==> config.mk <==
export PLATFORM = sky130hd
export DESIGN_NAME = tlb_plru
export DESIGN_NICKNAME = d
export VERILOG_FILES = /design/src/rtl/tlb_plru_pkg.sv /design/src/rtl/plru_tree.sv /design/src/rtl/tlb_plru.sv
export SDC_FILE = /design/constraint.sdc
export NUM_CORES = 2
export LEC_CHECK = 0
export ABC_CLOCK_PERIOD_IN_PS = 66200
export CORE_AREA = 2 2 289 291
export CTS_CLUSTER_DIAMETER = 120
export DETAILED_ROUTE_END_ITERATION = 10
export DIE_AREA = 0 0 291 293
export PLACE_DENSITY = 0.65
export SYNTH_ARGS = -nofsm -noshare
export SYNTH_HDL_FRONTEND = slang
export SYNTH_SLANG_ARGS = --single-unit
==> constraint.sdc <==
create_clock -name clk -period 66.2 [get_ports clk]
set_clock_uncertainty 0.15 [all_clocks]
set_input_delay 13.24 -clock clk [delete_from_list [all_inputs] [get_ports clk]]
set_output_delay 13.24 -clock clk [all_outputs]
set_load 0.02 [all_outputs]
==> src/rtl/tlb_plru_pkg.sv <==
// Shared encodings, entry type and permission rule for the fully associative PLRU TLB.
package tlb_plru_pkg;

  localparam logic [1:0] TLB_OP_LOOKUP  = 2'b00;
  localparam logic [1:0] TLB_OP_INV_ALL = 2'b01;
  localparam logic [1:0] TLB_OP_INV_VA  = 2'b10;

  localparam logic [2:0] MMU_FAULT_NONE = 3'd0;
  localparam logic [2:0] MMU_FAULT_PF   = 3'd1;

  localparam int unsigned TLB_PAGE_SHIFT = 12;
  localparam int unsigned PageW          = 32 - TLB_PAGE_SHIFT;

  typedef enum logic [1:0] {StIdle, StWalk, StWalkStale} walk_state_e;

  typedef struct packed {
    logic             valid;
    logic [PageW-1:0] ea;
    logic [PageW-1:0] pa;
    logic [1:0]       pp;
    logic             kp;
    logic             ks;
    logic             cacheable;
  } tlb_entry_t;

  function automatic logic perm_fault(input logic [1:0] pp, input logic key, input logic rnw);
    return (pp == 2'b11 && !rnw) || (key && pp == 2'b00) || (key && pp == 2'b01 && !rnw);
  endfunction

endpackage

==> src/rtl/plru_tree.sv <==
// Tree pseudo-LRU state: touch points the path away from an entry, victim follows the bits.
module plru_tree #(
  parameter int unsigned ENTRIES = 16
) (
  input  logic                       clk,
  input  logic                       reset,
  input  logic                       clear_i,
  input  logic                       touch_valid_i,
  input  logic [$clog2(ENTRIES)-1:0] touch_idx_i,
  output logic [$clog2(ENTRIES)-1:0] victim_o
);
  localparam int unsigned IdxW = $clog2(ENTRIES);

  // Heap order: root is node 1, children of n are 2n (left) and 2n+1; a 0 bit means victim left.
  logic [ENTRIES-1:1] bits_q, bits_d;

  always_comb begin : touch_logic
    bits_d = bits_q;
    if (clear_i) begin
      bits_d = '0;
    end else if (touch_valid_i) begin
      for (int l = 0; l < int'(IdxW); l++) begin
        bits_d[IdxW'((ENTRIES + 32'(touch_idx_i)) >> (IdxW - 32'(l)))] =
            ~1'(32'(touch_idx_i) >> (IdxW - 1 - 32'(l)));
      end
    end
  end

  always_comb begin : victim_logic
    int unsigned node;
    node = 1;
    for (int l = 0; l < int'(IdxW); l++) begin
      node = 2 * node + 32'(bits_q[IdxW'(node)]);
    end
    victim_o = IdxW'(node - ENTRIES);
  end

  always_ff @(posedge clk or posedge reset) begin
    if (reset) begin
      bits_q <= '0;
    end else begin
      bits_q <= bits_d;
    end
  end

endmodule

==> src/rtl/tlb_plru.sv <==
// Fully associative TLB: combinational lookup/permission check, PLRU refill, walker request FSM.
module tlb_plru
  import tlb_plru_pkg::*;
#(
  parameter int unsigned ENTRIES = 16
) (
  input  logic        clk,
  input  logic        reset,
  input  logic [1:0]  operation,
  input  logic        enable,
  input  logic        privileged,
  input  logic        RnW,
  input  logic [31:0] virtual_addr,
  output logic [31:0] physical_addr,
  output logic        cacheable,
  output logic        hit,
  output logic [2:0]  fault_type,
  output logic        multi_hit,
  output logic        walk_req,
  output logic [31:0] walk_addr,
  input  logic        load,
  input  logic        walk_fail,
  input  logic [31:0] new_ea,
  input  logic [31:0] new_pa,
  input  logic [1:0]  new_pp,
  input  logic        new_Kp,
  input  logic        new_Ks,
  input  logic        new_cacheable
);
  localparam int unsigned IdxW = $clog2(ENTRIES);

  tlb_entry_t       entries_q [ENTRIES];
  tlb_entry_t       entries_d [ENTRIES];
  walk_state_e      state_q, state_d;
  logic [PageW-1:0] walk_page_q, walk_page_d;
  logic             multi_hit_q, multi_hit_d;

  logic [PageW-1:0]   va_page, new_page, pa_or, pa_sel;
  logic               is_lookup, is_inv_all, is_inv_va;
  logic [ENTRIES-1:0] match;
  logic               any_match, many_match, any_invalid;
  logic [IdxW-1:0]    hit_idx, free_idx, tree_victim, victim_idx, touch_idx;
  logic [1:0]         pp_or;
  logic               kp_or, ks_or, cache_or, install, touch_valid;
  logic               unused_page_offsets;

  assign va_page    = virtual_addr[31:TLB_PAGE_SHIFT];
  assign new_page   = new_ea[31:TLB_PAGE_SHIFT];
  assign is_lookup  = enable && (operation == TLB_OP_LOOKUP);
  assign is_inv_all = enable && (operation == TLB_OP_INV_ALL);
  assign is_inv_va  = enable && (operation == TLB_OP_INV_VA);
  assign unused_page_offsets = ^{new_ea[TLB_PAGE_SHIFT-1:0], new_pa[TLB_PAGE_SHIFT-1:0]};

  always_comb begin : match_or
    match       = '0;
    any_match   = 1'b0;
    many_match  = 1'b0;
    hit_idx     = '0;
    pa_or       = '0;
    pp_or       = '0;
    kp_or       = 1'b0;
    ks_or       = 1'b0;
    cache_or    = 1'b0;
    any_invalid = 1'b0;
    free_idx    = '0;
    for (int i = 0; i < int'(ENTRIES); i++) begin
      match[i] = entries_q[i].valid && (entries_q[i].ea == va_page);
      if (match[i]) begin
        if (any_match) many_match = 1'b1;
        else hit_idx = IdxW'(i);
        any_match = 1'b1;
        pa_or     = pa_or | entries_q[i].pa;
        pp_or     = pp_or | entries_q[i].pp;
        kp_or     = kp_or | entries_q[i].kp;
        ks_or     = ks_or | entries_q[i].ks;
        cache_or  = cache_or | entries_q[i].cacheable;
      end
      if (!entries_q[i].valid && !any_invalid) begin
        any_invalid = 1'b1;
        free_idx    = IdxW'(i);
      end
    end
  end

  assign hit           = is_lookup && any_match;
  assign pa_sel        = hit ? pa_or : '0;
  assign physical_addr = {pa_sel, virtual_addr[TLB_PAGE_SHIFT-1:0]};
  assign cacheable     = hit && cache_or;
  assign fault_type    = (hit && perm_fault(pp_or, privileged ? ks_or : kp_or, RnW)) ?
                         MMU_FAULT_PF : MMU_FAULT_NONE;
  assign multi_hit     = multi_hit_q;
  assign walk_req      = (state_q != StIdle);
  assign walk_addr     = {walk_page_q, {TLB_PAGE_SHIFT{1'b0}}};
  assign victim_idx    = any_invalid ? free_idx : tree_victim;

  always_comb begin : next_state
    state_d     = state_q;
    walk_page_d = walk_page_q;
    multi_hit_d = multi_hit_q | (is_lookup && many_match);
    install     = 1'b0;
    unique case (state_q)
      StIdle: begin
        if (is_lookup && !any_match) begin
          state_d     = StWalk;
          walk_page_d = va_page;
        end
      end
      StWalk: begin
        if (load) begin
          state_d = StIdle;
          install = !is_inv_all && !(is_inv_va && (new_page == va_page));
        end else if (walk_fail) begin
          state_d = StIdle;
        end else if (is_inv_all || (is_inv_va && (va_page == walk_page_q))) begin
          state_d = StWalkStale;
        end
      end
      StWalkStale: begin
        if (load || walk_fail) state_d = StIdle;
      end
      default: state_d = StIdle;
    endcase

    entries_d = entries_q;
    for (int i = 0; i < int'(ENTRIES); i++) begin
      if (is_inv_all || (is_inv_va && match[i])) entries_d[i].valid = 1'b0;
    end
    if (install) begin
      entries_d[victim_idx] = {1'b1, new_page, new_pa[31:TLB_PAGE_SHIFT], new_pp,
                               new_Kp, new_Ks, new_cacheable};
    end
  end

  // A refill takes the single touch when it coincides with a lookup hit.
  assign touch_valid = install || hit;
  assign touch_idx   = install ? victim_idx : hit_idx;

  plru_tree #(
    .ENTRIES(ENTRIES)
  ) u_plru_tree (
    .clk          (clk),
    .reset        (reset),
    .clear_i      (is_inv_all),
    .touch_valid_i(touch_valid),
    .touch_idx_i  (touch_idx),
    .victim_o     (tree_victim)
  );

  always_ff @(posedge clk or posedge reset) begin
    if (reset) begin
      state_q     <= StIdle;
      walk_page_q <= '0;
      multi_hit_q <= 1'b0;
      for (int i = 0; i < int'(ENTRIES); i++) begin
        entries_q[i] <= '0;
      end
    end else begin
      state_q     <= state_d;
      walk_page_q <= walk_page_d;
      multi_hit_q <= multi_hit_d;
      entries_q   <= entries_d;
    end
  end

endmodule

==> impl_table.tex <==
\begin{tabular}{lr}
\hline
Metric & Value \\
\hline
\multicolumn{2}{l}{\textbf{Setup path}} \\
\quad Worst path top cell family by delay & simple AND/OR/NAND/NOR gates \\
\quad Maximum single-stage delay on the critical path & 1.13 ns \\
\quad Startpoint of the lowest-slack register-to-register path & u\_plru\_tree.bits\_q[3]\$\_DFFE\_PP0P\_ \\
\quad Worst reg-to-reg setup slack & 61.58 ns \\
\quad Critical Setup Path Class & in2out \\
\quad Data required time at the worst endpoint & $\sim$53 ns \\
\quad Master of the slowest instance on the critical path & and2\_2 \\
\quad Startpoint class of the critical path & primary input \\
\quad Buffers plus inverters on the worst setup path & 3 \\
\quad Maximum fanout count along the critical path & 30 \\
\quad Stages on the worst setup path & 11 \\
\quad Arrival time at the worst endpoint & 18.86 ns \\
\quad Cell Chain, Critical Path & clkdlybuf4s50\_1 > buf\_4 > xnor2\_1 > nand4\_1 > nor4\_1 > and2\_2 > a22o\_1 > a221oi\_1 > and4\_1 > a2111oi\_0 > clkdlybuf4s50\_1 \\
\quad Number of cell instances on the worst register-to-register path & 10 \\
\quad Endpoint of the most critical register-to-register path & entries\_q[353]\$\_DFFE\_PP0P\_ \\
\quad Most used cell along the critical path & clkdlybuf4s50\_1 \\
\quad Crit end category & output port \\
\multicolumn{2}{l}{\textbf{Cells and area}} \\
\quad Commonest cells after routing, fill and taps aside & 774 x dfrtp\_1, 689 x mux2\_2, 207 x xor2\_1 \\
\quad Number of fill cells in the layout & 6885 \\
\quad Number of nets in the finished design & between 2000 and 3000 \\
\quad Fraction of final layout cells sized beyond drive strength 1 & between 30\% and 40\% \\
\quad Synthesis-to-finish area growth & 12.6\% \\
\quad Most common library cell in the layout ignoring fill and taps & dfrtp\_1 \\
\quad Number of non-filler instances in the completed layout & between 3000 and 4000 \\
\multicolumn{2}{l}{\textbf{Die}} \\
\quad Starting density of the core & roughly 45\% \\
\quad Core area & approximately 82000 um\^{}2 \\
\quad Vertical extent of the die & 293 um \\
\quad Number of placement rows & 105 \\
\quad Area of the die & approximately 85000 um\^{}2 \\
\quad Floorplan die width & between 200 and 300 um \\
\quad Number of I/O pins & approximately 180 \\
\multicolumn{2}{l}{\textbf{CTS}} \\
\quad Number of sinks handled by clock tree synthesis & a little under 800 \\
\quad Post-CTS setup-driven buffer insertion count & 0 \\
\quad Longest Clk Path Bufs & 3 \\
\quad Source-to-sink clock delay at the later pin of the worst-skew pair & about 0.63 ns \\
\quad CTS Hold Buffers Added & 0 \\
\quad Buffer type at the clock tree root & clkbuf\_16 \\
\quad Post-CTS Resized & 0 \\
\quad TritonCTS clock tree & done \\
\quad Clock transition at the register clock pins on the worst setup and hold paths after CTS & about 0.05 ns \\
\quad TritonCTS buffer count & 83 \\
\quad CTS H-tree lvls & 3 \\
\multicolumn{2}{l}{\textbf{Flow run}} \\
\quad Count of max-cap constraint violations & 0 \\
\multicolumn{2}{l}{\textbf{Detailed routing}} \\
\quad Count of TritonRoute iterations in the first routing pass & 6 \\
\quad DRC viols & 0 \\
\quad Remaining number of nets flagged by the antenna check after routing & 0 \\
\quad Detail-routed net length per standard cell & approximately 28 um \\
\quad Post-detailed-route via-to-cell ratio & between 6 and 7 \\
\quad First DRT Iteration DRCs & between 2000 and 2500 \\
\quad DRT Wirelength & about 110000 um \\
\quad Number of vias after detailed routing & 23700 \\
\multicolumn{2}{l}{\textbf{Placed design}} \\
\quad Hpwl dp & between 50000 and 60000 um \\
\quad Count of port buffers added during placement & roughly 120 \\
\quad Last weighted congestion value of the routability-driven placer & slightly below 0.8 \\
\quad Cells after DPL & about 3800 \\
\multicolumn{2}{l}{\textbf{Timing}} \\
\quad Final Hold Viols & 0 \\
\quad Actual slew at the worst max-slew pin & 1.24 ns \\
\quad Final period util & between 40\% and 50\% \\
\quad Shortest clock period the worst path allows after layout & about 32 ns \\
\quad Smallest hold slack & $\sim$0.33 ns \\
\quad Final setup violation count & 0 \\
\quad Final Slew Violations & 0 \\
\quad Headroom to the max-slew limit & 17.2\% \\
\quad RSZ-0062 raised after global routing & false \\
\quad Sum of negative setup slack & 0 ns \\
\quad Achievable clock frequency & around 31 MHz \\
\multicolumn{2}{l}{\textbf{Hold path}} \\
\quad Terminating pin of the worst hold path & entries\_q[517]\$\_DFFE\_PP0P\_ \\
\quad Min-delay src & entries\_q[517]\$\_DFFE\_PP0P\_ \\
\quad Worst hold path type & reg2reg \\
\quad Worst Hold Depth & 1 \\
\multicolumn{2}{l}{\textbf{Global routing}} \\
\quad Antenna violations before repair & 7 \\
\quad Number of global-route vias before repair & about 25000 \\
\quad Maximum number of pins on one net before global-route repair & 150 \\
\quad Gr usage total & between 20\% and 30\% \\
\quad First-pass GRT wire length & roughly 160000 um \\
\quad Remaining Overflow, GRT & 0 \\
\multicolumn{2}{l}{\textbf{Yosys}} \\
\quad Area share of xor/xnor cells in the synthesized design & 8.59\% \\
\quad Number of warning messages in the yosys log & 0 \\
\quad Area share of the largest cell type after synthesis & between 50\% and 60\% \\
\quad Synthesized cell area & about 37000 um\^{}2 \\
\quad Sequential cell area fraction in the yosys report & 52.7\% \\
\quad Number of library cell types mapped by synthesis & 74 \\
\quad Ys async rst share & 100\% \\
\quad Fraction of synthesized area in multiplexers & a little under a quarter \\
\quad Gate count of the mapped netlist & 2734 \\
\quad Per-instance average area after synthesis & $\sim$13 um\^{}2 \\
\quad Area fraction in and, or, nand and nor cells after synthesis & under 10\% \\
\quad Most used flip-flop cell after synthesis & dfrtp\_1 \\
\quad Largest family of logic cells by synthesized area & multiplexers \\
\quad Cell type contributing the most total cell area after synthesis & dfrtp\_1 \\
\quad Number of register bits inferred by synthesis & roughly 770 \\
\quad Main area contributors after synthesis & dfrtp\_1 53\%, mux2\_2 21\%, xor2\_1 4.9\% \\
\quad Count of flip-flops with a built-in enable after synthesis & 0 \\
\quad Adder and majority cell fraction of the synthesized area & 0.109\% \\
\quad Synthesized-area fraction occupied by ao, oa, aoi and oai cells & under 10\% \\
\multicolumn{2}{l}{\textbf{Pwr}} \\
\quad Internal power component & a little over 800 uW \\
\quad Net Sw Frac & between 20 and 25\% \\
\quad Net Sw Power & between 200 and 300 uW \\
\quad Clk network pwr share & 43.2\% \\
\quad Combinational Power Share & 9.1\% \\
\quad Sequential cell fraction of total power & between 40\% and 50\% \\
\quad Pwr/cell area & between 20 and 30 nW/um\^{}2 \\
\quad Worst IR Drop VDD & between 0.00002 and 0.000025 V \\
\quad Leakage component of the power & between 15 and 20 nW \\
\multicolumn{2}{l}{\textbf{Outcome}} \\
\quad Run status & finished clean \\
\hline
\end{tabular}
## area by class of cell
cell class / instances / area [um^2] / area share [%]
antenna: 3 / 7.51 / 0.0182
multi-input combinational: 1724 / 16000 / 38.8
clock inverter: 35 / 358 / 0.865
clock buffer: 111 / 2410 / 5.84
inverter: 11 / 48.8 / 0.118
tap: 1070 / 1340 / 3.24
timing repair buffer: 196 / 1780 / 4.30
sequential: 774 / 19400 / 46.8
## cells in the mapped netlist (3+ instances only)
master      n
a211oi_1    5
a21o_1      3
a21oi_1     6
a221oi_1   74
a22o_1     74
a22oi_1    50
a31o_2      9
a31oi_1    23
and2_1      4
and3_1     25
and4_1      3
buf_1      11
buf_2      54
buf_4      72
buf_6      30
clkbuf_1   70
dfrtp_1   774
inv_1      11
maj3_1      4
mux2_1     51
mux2_2    689
mux2i_1    11
nand2_1    53
nand2_2     3
nand2b_1   11
nand3_1    33
nand4_1    52
nor2_1     17
nor2_4      8
nor3_1     18
nor4_1     54
nor4_2      7
o211ai_1    7
o21ai_0     5
o21bai_1    3
o31ai_1     3
or2_2       4
xnor2_1   153
xor2_1    207
## power groups by stage
stage / Sequential [mW] / Clock, mW / Combinational, mW
3_3_place_gp: 0.525 / 0 / 0.0951
3_5_place_dp: 0.528 / 0 / 0.0987
2_1_floorplan: 0.527 / 0 / 0.0653
4_1_cts: 0.519 / 0.477 / 0.0991
6_report: 0.519 / 0.470 / 0.0986
5_1_grt: 0.522 / 0.498 / 0.106
## per-stage QoR
step	util, %	setup slack [ns]	cell area (um^2)	power (mW)
floorplan	-	31.08	36800	0.592
global placement	47.1	34.04	38600	0.620
detailed placement	47.1	33.96	38600	0.627
CTS	50.5	33.95	41300	1.10
global route	50.5	33.96	41300	1.13
finish	50.5	33.95	41300	1.09
## kinds of logic after synthesis
logic type	after synthesis
flops	774
mux	754
xor+xnor	360
simple gates	307
compound gates	285
buf+inv	249
fa+ha+maj	4
other cells	1
## routing by layer
layer | share of wire [%] | up-vias | global-route usage, %
li1 | - | 10000 | -
met1 | 42 | 12600 | 33.7
met2 | 48 | 849 | 42.6
met3 | 6.1 | 236 | 3.90
met4 | 3.3 | 4 | 8.61
met5 | 0.019 | - | 0
## how the worst max path moves through the flow
| stage | from | endpoint | slack (ns) |
|---|---|---|---|
| 2_1_floorplan | reset | entries_q[0]$_DFFE_PP0P_ | 31.08 |
| 3_3_place_gp | virtual_addr[17] | fault_type[0] | 34.04 |
| 3_5_place_dp | virtual_addr[17] | fault_type[0] | 33.96 |
| 4_1_cts | virtual_addr[17] | fault_type[0] | 33.95 |
| 5_1_grt | virtual_addr[17] | fault_type[0] | 33.96 |
| 6_report | virtual_addr[17] | fault_type[0] | 33.95 |
## registers in the layout (all words and copies together) (netlist names)
register,flops
entries_q,736
walk_page_q,20
u_plru_tree.bits_q,15
state_q,2
multi_hit,1
Power figures use the tool's default switching activity.
